File: config.mk
export PLATFORM = sky130hd
export DESIGN_NAME = clk_rst_ctrl
export DESIGN_NICKNAME = d
export VERILOG_FILES = /design/src/rtl/clk_rst_ctrl.sv
export SDC_FILE = /design/constraint.sdc
export NUM_CORES = 1
export LEC_CHECK = 0
export BUFFER_PORTS_ARGS = -buffer_cell sky130_fd_sc_hd__buf_2
export CAP_MARGIN = 20
export CORE_MARGIN = 1
export CORE_UTILIZATION = 50
export CTS_BUF_LIST = sky130_fd_sc_hd__clkbuf_16
export CTS_CLUSTER_SIZE = 24
export DETAILED_ROUTE_END_ITERATION = 10
export MAX_ROUTING_LAYER = met4
export PLACE_DENSITY_LB_ADDON = 0.15
export RECOVER_POWER = 25
export SYNTH_ARGS = -nofsm -noshare
export SYNTH_HDL_FRONTEND = slang
export SYNTH_SLANG_ARGS = --single-unit
File: constraint.sdc
create_clock -name clk -period 3.2 [get_ports clk]
set_input_delay 0.32 -clock clk [delete_from_list [all_inputs] [get_ports clk]]
set_output_delay 0.32 -clock clk [all_outputs]
set_load 0.02 [all_outputs]
File: src/rtl/clk_rst_ctrl.sv
// rtl/clk_rst_ctrl.sv - reset release, run/halt/step clock enable, divided ticks and cycle counter
module clk_rst_ctrl #(
    parameter int SYNC_STAGES = 2,
    parameter int HOLD_CYCLES = 3,
    parameter int NUM_CH      = 2,
    parameter int DIV_W       = 8,
    parameter int CNT_W       = 32
) (
    input  logic                    clk,
    input  logic                    rst_n,
    input  logic                    run_en,
    input  logic                    step_req,
    input  logic [NUM_CH*DIV_W-1:0] div_cfg,
    output logic                    sys_rst_n,
    output logic                    cpu_ce,
    output logic [NUM_CH-1:0]       ch_tick,
    output logic [CNT_W-1:0]        cycle_cnt,
    output logic [1:0]              state
);

    localparam int HOLD_W = $clog2(HOLD_CYCLES + 1);

    typedef enum logic [1:0] {
        ST_RESET = 2'd0,
        ST_HOLD  = 2'd1,
        ST_RUN   = 2'd2,
        ST_HALT  = 2'd3
    } state_e;

    state_e                 state_q, state_d;
    logic [SYNC_STAGES-1:0] sync_q, sync_d;
    logic [HOLD_W-1:0]      hold_q, hold_d;
    logic                   sys_rst_q, sys_rst_d;
    logic                   step_q;
    logic [CNT_W-1:0]       cycle_q, cycle_d;
    logic                   sync_rise;
    logic                   hold_last;
    logic                   step_fire;

    assign sync_d    = {sync_q[SYNC_STAGES-2:0], 1'b1};
    // Last synchroniser flop is about to capture its first 1
    assign sync_rise = sync_d[SYNC_STAGES-1] & ~sync_q[SYNC_STAGES-1];
    assign hold_last = (hold_q == HOLD_W'(HOLD_CYCLES - 1));

    always_ff @(posedge clk or negedge rst_n) begin
        if (!rst_n) begin
            state_q <= ST_RESET;
        end else begin
            state_q <= state_d;
        end
    end

    always_comb begin
        state_d = state_q;
        case (state_q)
            ST_RESET: if (sync_rise) state_d = ST_HOLD;
            ST_HOLD:  if (hold_last) state_d = run_en ? ST_RUN : ST_HALT;
            ST_RUN:   if (!run_en)   state_d = ST_HALT;
            ST_HALT:  if (run_en)    state_d = ST_RUN;
            default:  state_d = ST_RESET;
        endcase
    end

    always_comb begin
        step_fire = (state_q == ST_HALT) & step_req & ~step_q;
        cpu_ce    = (state_q == ST_RUN) | step_fire;
    end

    always_comb begin
        hold_d    = (state_q == ST_HOLD) ? hold_q + HOLD_W'(1) : hold_q;
        sys_rst_d = sys_rst_q | ((state_q == ST_HOLD) & hold_last);
        cycle_d   = cpu_ce ? cycle_q + CNT_W'(1) : cycle_q;
    end

    always_ff @(posedge clk or negedge rst_n) begin
        if (!rst_n) begin
            sync_q    <= '0;
            hold_q    <= '0;
            sys_rst_q <= 1'b0;
            step_q    <= 1'b0;
            cycle_q   <= '0;
        end else begin
            sync_q    <= sync_d;
            hold_q    <= hold_d;
            sys_rst_q <= sys_rst_d;
            step_q    <= step_req;
            cycle_q   <= cycle_d;
        end
    end

    for (genvar i = 0; i < NUM_CH; i++) begin : g_ch
        logic [DIV_W-1:0] div;
        logic [DIV_W-1:0] cnt_q, cnt_d;
        logic             tick;

        assign div = div_cfg[i*DIV_W +: DIV_W];

        // >= rather than == so a divisor lowered below the count wraps at once
        always_comb begin
            tick  = 1'b0;
            cnt_d = cnt_q;
            if (div == '0) begin
                cnt_d = '0;
            end else if (cpu_ce) begin
                tick  = (cnt_q >= div - DIV_W'(1));
                cnt_d = tick ? '0 : cnt_q + DIV_W'(1);
            end
        end

        always_ff @(posedge clk or negedge rst_n) begin
            if (!rst_n) begin
                cnt_q <= '0;
            end else begin
                cnt_q <= cnt_d;
            end
        end

        assign ch_tick[i] = tick;
    end

    assign sys_rst_n = sys_rst_q;
    assign cycle_cnt = cycle_q;
    assign state     = state_q;

endmodule
== Word-level counts from Yosys, hierarchy flattened ==
Index checks and enable logic that the tools add are counted.

* Register bits after elaboration: 56
* Bits of input ports: 20
* Word-level logic and storage cells: 54

* Equal/unequal tests: 8
* Reduce and logical (&&, ||, !) cells: 6
* Bitwise gates (word level): 8
* Add/sub/neg operators: 6
* $lt $le $gt $ge: 2
* Multiplexer cells: 16

{| class="wikitable"
|+ Operators with widths
! cell !! number
|-
| 2-to-1 mux 8 bit || 6
|-
| adder 32 x 1 -> 32 bit (second input constant) || 1
|-
| adder 8 x 1 -> 8 bit (second input constant) || 2
|-
| greater-or-equal comparator 8 bit || 2
|-
| logical NOT 8 bit || 2
|-
| subtractor 8 x 1 -> 8 bit (second input constant) || 2
|-
| 2-to-1 mux 2 bit || 4
|-
| != test 2 bit (second input constant) || 4
|-
| case mux 2 bit (4 select lines) || 1
|-
| equality test 2 bit (second input constant) || 3
|-
| 2-to-1 mux 1 bit || 5
|-
| AND 1 bit || 4
|-
| AND reduction 4 bit || 1
|-
| nonzero test 2 bit || 2
|-
| adder 2 x 1 -> 2 bit (second input constant) || 1
|-
| equality test 2 x 1 -> 1 bit (second input constant) || 1
|-
| logical NOT 2 bit || 1
|-
| inverter 1 bit || 2
|-
| OR 1 bit || 2
|}

== Logic depth before layout (Yosys ltp) ==
* Word-level depth: 6
* Gate-level depth with buffers: 12
* Depth with buffers taken out: 11

== Worst setup path before layout ==
OpenSTA, ideal clock, no wires.

* Kind: input port to output port
* From: input div_cfg[8]
* To: output ch_tick[1]
* Required time: 2,880 ps
* Path buffers: 2
* Setup slack: 750 ps
* Data arrival time: 2,130 ps
* Stages on the path: 11
* Cells stage by stage: inv_1 > ha_1 > nand2b_1 > nor4_1 > xnor2_1 > ha_1 > nand4_1 > a31o_2 > clkbuf_1 > a211oi_1 > buf_4

* Cells in the longest elaborated chain, start to end: 4
* Elaborated cells between the ends (all ways): 5

{| class="wikitable"
|+ RTL lines
! what !! line !! source
|-
| from (decl) || 13 || <nowiki>input logic [NUM_CH*DIV_W-1:0] div_cfg,</nowiki>
|-
| subtractor 8 x 1 -> 8 bit || 105 || <nowiki>tick = (cnt_q >= div - DIV_W'(1));</nowiki>
|-
| greater-or-equal comparator 8 bit || 105 ||
|-
| 2-to-1 mux 1 bit || 104 || <nowiki>end else if (cpu_ce) begin</nowiki>
|-
| 2-to-1 mux 1 bit * || 102 || <nowiki>if (div == '0) begin</nowiki>
|-
| to (decl) || 16 || <nowiki>output logic [NUM_CH-1:0] ch_tick,</nowiki>
|}

Mark *: on every way between the ends. The rest lies on a longest branch, timed or not.

== Worst setup path in the final report ==
* From: input div_cfg[5]
* To: output ch_tick[0]

The elaborated chain is that of the path after synthesis.

==> results.yml <==
power_and_ir_drop:
  power.combinational.fraction_pct: 31.9
  fin_total_pwr_mw: 2.27
  internal-power_mw: 1.43
  worst_vdd_drop_mv: 0.413
  switching_share_pct: 36.9
  net_switching_power_uw: 837
  seq_power_share_pct: 44.9
  power.density_cell_area_nw_per_um2: 602
  clockPowerShare_pct: 23.2
  power.static_leakage_nw: 1.77
drt:
  routed-via-count: 2677
  drt_total_wl_um: 6590
  antenna_violating_nets_post_route: 0
  drt-initial-drc-count: 107
  avgRoutedWirePerCell_um: 13.9
  post_drt_via_cell_ratio: 5.64
  route.detailed.drc: 0
  drt_first_pass_iters: 4
floorplan:
  core_um2: 6310
  floorplan.die_area_um2: 6860
  rows: 29
  floorplan.initialDensity_pct: 51.7
  die_y_um: 82.8
  io-pin-count: 58
  die_w_um: 82.8
setup_path:
  r2r_start: "g_ch[0].cnt_q[2]"
  worst_setup_path_startpoint: "div_cfg[5]"
  worstPathCellList: "buf_2 -> nor4_1 -> nand2_1 -> xor2_1 -> ha_1 -> nand2_1 -> nor3_1 -> a21oi_1 -> nor3_1 -> buf_2"
  timing.setup.critical_path_class: "input pin to output port"
  critical_path.endpoint_type: "output port"
  worst_ep_required_time_ns: 2.88
  category_of_the_worst_setup_path_launch_point: "input pin"
  timing.critical_path.fanout_max: 4
  crit_path_largest_cell_delay_ns: 0.54
  cp_data_arrival_time_ns: 2.36
  cell_with_the_biggest_individual_delay_on_the_critical_path: "sky130_fd_sc_hd__nor4_1"
clock_tree:
  post-cts-setup-buffers: 0
  tritoncts.num_buffers: 5
  worst_skew_late_latency_ns: 0.29
  cts.repair.resized: 0
  cts_clock_pin_slew_for_the_worst_setup_and_hold_paths_ns: 0.07
  post_cts_hold_buffer_count: 0
  clock_path_buffers: 2
  clkSinkCount: 56
  ctsRootBufferMaster: "sky130_fd_sc_hd__clkbuf_16"
  cts_tree: "yes"
  cts_max_level: 2
layout:
  nNetsFinal: 442
  multiInputGateArea_um2: 1780
  n_fill_cell: 565
  drive_above_1_share_pct: 20.4
  fin_util_pct: 59.8
  diodes_inserted: 0
  seq_area_um2: 1400
  most-common-layout-cells: "sky130_fd_sc_hd__dfrtp_1 (56), sky130_fd_sc_hd__buf_2 (56), sky130_fd_sc_hd__nand2_1 (47)"
  areaGrowthSynthToFinish_pct: 15.5
placement:
  place_worst_setup_slack_ns: 0.375
  io_buffers: 57
  dpl.hpwl_um: 4880
  globalplace.congestion: 0.788
sta:
  unrepaired_setup_endpoints_after_global_routing: "no"
  clock_skew_ns: 0.00495
  max_slew_margin_pct: 0.203
  clock.fmax_mhz: 373
  setup-violations-final: 0
  final_count_of_pins_violating_max_slew: 0
  fin_hold_viols: 0
  worst-slew-pin-transition_ns: 1.50
  minimum_clock_period_after_layout_ns: 2.68
  hold-worst-slack_ns: 0.146
  fin_tns_setup_ns: 0
  final.period_utilization_pct: 83.9
  fin_ws_ns: 0.516
synthesis:
  synth_enable_flop_cells: 0
  synth.avg_cell_area_um2: 9.67
  post_synth_num_cell_types: 41
  ys_ff_latch: 56
  syn-instance-count: 338
  yosysWarnings: 0
  synthesis.nets: 382
  synth.yosys.seq_area_share_pct: 42.9
  synth-main-ff-cell: "sky130_fd_sc_hd__dfrtp_1"
  syn-cell-area_um2: 3270
  asyncSetResetFlopFracSynth_pct: 100
run_status:
  outcome: "finished with violations"
  failing_checks: "capacitance limit"
global_routing:
  global_route_usage_sum_pct: 20.7
  grt_pass1_vias: 2437
  grt_start_max_net_pins: 34
  grt_pass1_wl_um: 11400
  grt_remaining_overflow: 0
  number_of_antenna_violations_at_the_first_check_in_global_routing: 0
hold_path:
  hold_path_class: "input pin to flop"
  hp-start: "step_req"
job:
  count_of_maximum_capacitance_violations: 1
==> through the flow <==
| stage | instance area [µm²] | instances |
|---|---|---|
| after global routing | 3770 | 475 |
| after global placement | 3640 | 468 |
| after floorplan | 3270 | 338 |
| after CTS | 3780 | 475 |
| after detailed placement | 3640 | 468 |
| final | 3770 | 475 |
==> Yosys cell counts, types with 2 or more instances <==
cell,n,area share (%)
sky130_fd_sc_hd__a31oi_1,6,1.1
sky130_fd_sc_hd__dfrtp_1,56,43
sky130_fd_sc_hd__nor4_1,4,0.77
sky130_fd_sc_hd__nor3_1,14,2.1
sky130_fd_sc_hd__nor2b_1,4,0.77
sky130_fd_sc_hd__o211ai_1,2,0.46
sky130_fd_sc_hd__or3_1,2,0.38
sky130_fd_sc_hd__nand4_1,16,3.1
sky130_fd_sc_hd__nand3_1,24,3.7
sky130_fd_sc_hd__o21ai_0,3,0.46
sky130_fd_sc_hd__clkbuf_1,4,0.46
sky130_fd_sc_hd__nor4_2,6,2.3
sky130_fd_sc_hd__buf_4,2,0.46
sky130_fd_sc_hd__o21ai_1,7,1.1
sky130_fd_sc_hd__nor2_1,11,1.3
sky130_fd_sc_hd__a31o_2,2,0.54
sky130_fd_sc_hd__ha_1,24,9.2
sky130_fd_sc_hd__and4_1,5,1.3
sky130_fd_sc_hd__inv_1,11,1.3
sky130_fd_sc_hd__a21oi_1,12,1.8
sky130_fd_sc_hd__nand2b_1,2,0.38
sky130_fd_sc_hd__and4_4,2,0.69
sky130_fd_sc_hd__and3_1,5,0.96
sky130_fd_sc_hd__buf_2,3,0.46
sky130_fd_sc_hd__or2_1,2,0.38
sky130_fd_sc_hd__xnor2_1,30,8.0
sky130_fd_sc_hd__nand2_1,47,5.4
sky130_fd_sc_hd__xor2_1,14,3.8
sky130_fd_sc_hd__a211oi_1,3,0.69
sky130_fd_sc_hd__or4_1,3,0.69
sky130_fd_sc_hd__inv_2,2,0.23
==> registers in the layout (all words and copies together) (netlist names) <==
signal and cells:
state 2, sys_rst_n 1, cycle_cnt 32, step_q 1
sync_q 2, g_ch.cnt_q 16, hold_q 2
==> layer usage <==
layer	GRT usage (%)	part of all wire (%)	wire [µm]	up-vias
li1	-	-	-	1333
met1	27.9	49	3200	1287
met2	33.0	47	3130	52
met3	2.88	3.0	198	5
met4	5.64	1.0	67	0
met5	-	0	0	-
==> power by group through the flow <==
stage          combinational (mW)  sequential, mW  clock [mW]
2_1_floorplan               0.492            1.04           0
3_3_place_gp                0.709            1.03           0
3_5_place_dp                0.738            1.03           0
4_1_cts                     0.737            1.02       0.544
5_1_grt                     0.833            1.05       0.570
6_report                    0.726            1.02       0.526
==> cells by family after synthesis <==
logic type	Yosys count	synth area share, %
flops	56	42.9
compound gates	40	7.43
fa+ha+maj	24	9.19
other cells	1	0.115
xor+xnor	44	11.8
buf+inv	22	2.87
simple gates	150	25.4
mux	1	0.345
==> final cells by class <==
cell class,instances,share of cell area [%]
Multi-Input combinational cell,260,47.0
Sequential cell,56,37.1
Timing Repair Buffer,62,8.32
Inverter,13,1.29
Tap cell,77,2.55
Clock buffer,5,3.32
Clock inverter,2,0.332
==> final timing paths <==
path,end,slack (ns),cells after the start
hold / removal,step_q,0.15,1
setup / recovery,ch_tick[0],0.52,10
min in group asynchronous,hold_q[1],0.38,1
max in group asynchronous,cycle_cnt[15],1.45,2
hold reg to reg,sync_q[1],0.38,0
setup reg to reg,g_ch[0].cnt_q[4],1.13,6
==> worst max-delay path, delay by kind of cell <==
kind	cells	cell delay, ns
buffers and inverters	2	0.30
and+or+nand+nor	5	1.12
xor gates and xnor gates	1	0.18
AOI/OAI and AO/OA	1	0.14
adders and majority gates	1	0.30
Power figures use the tool's default switching activity.
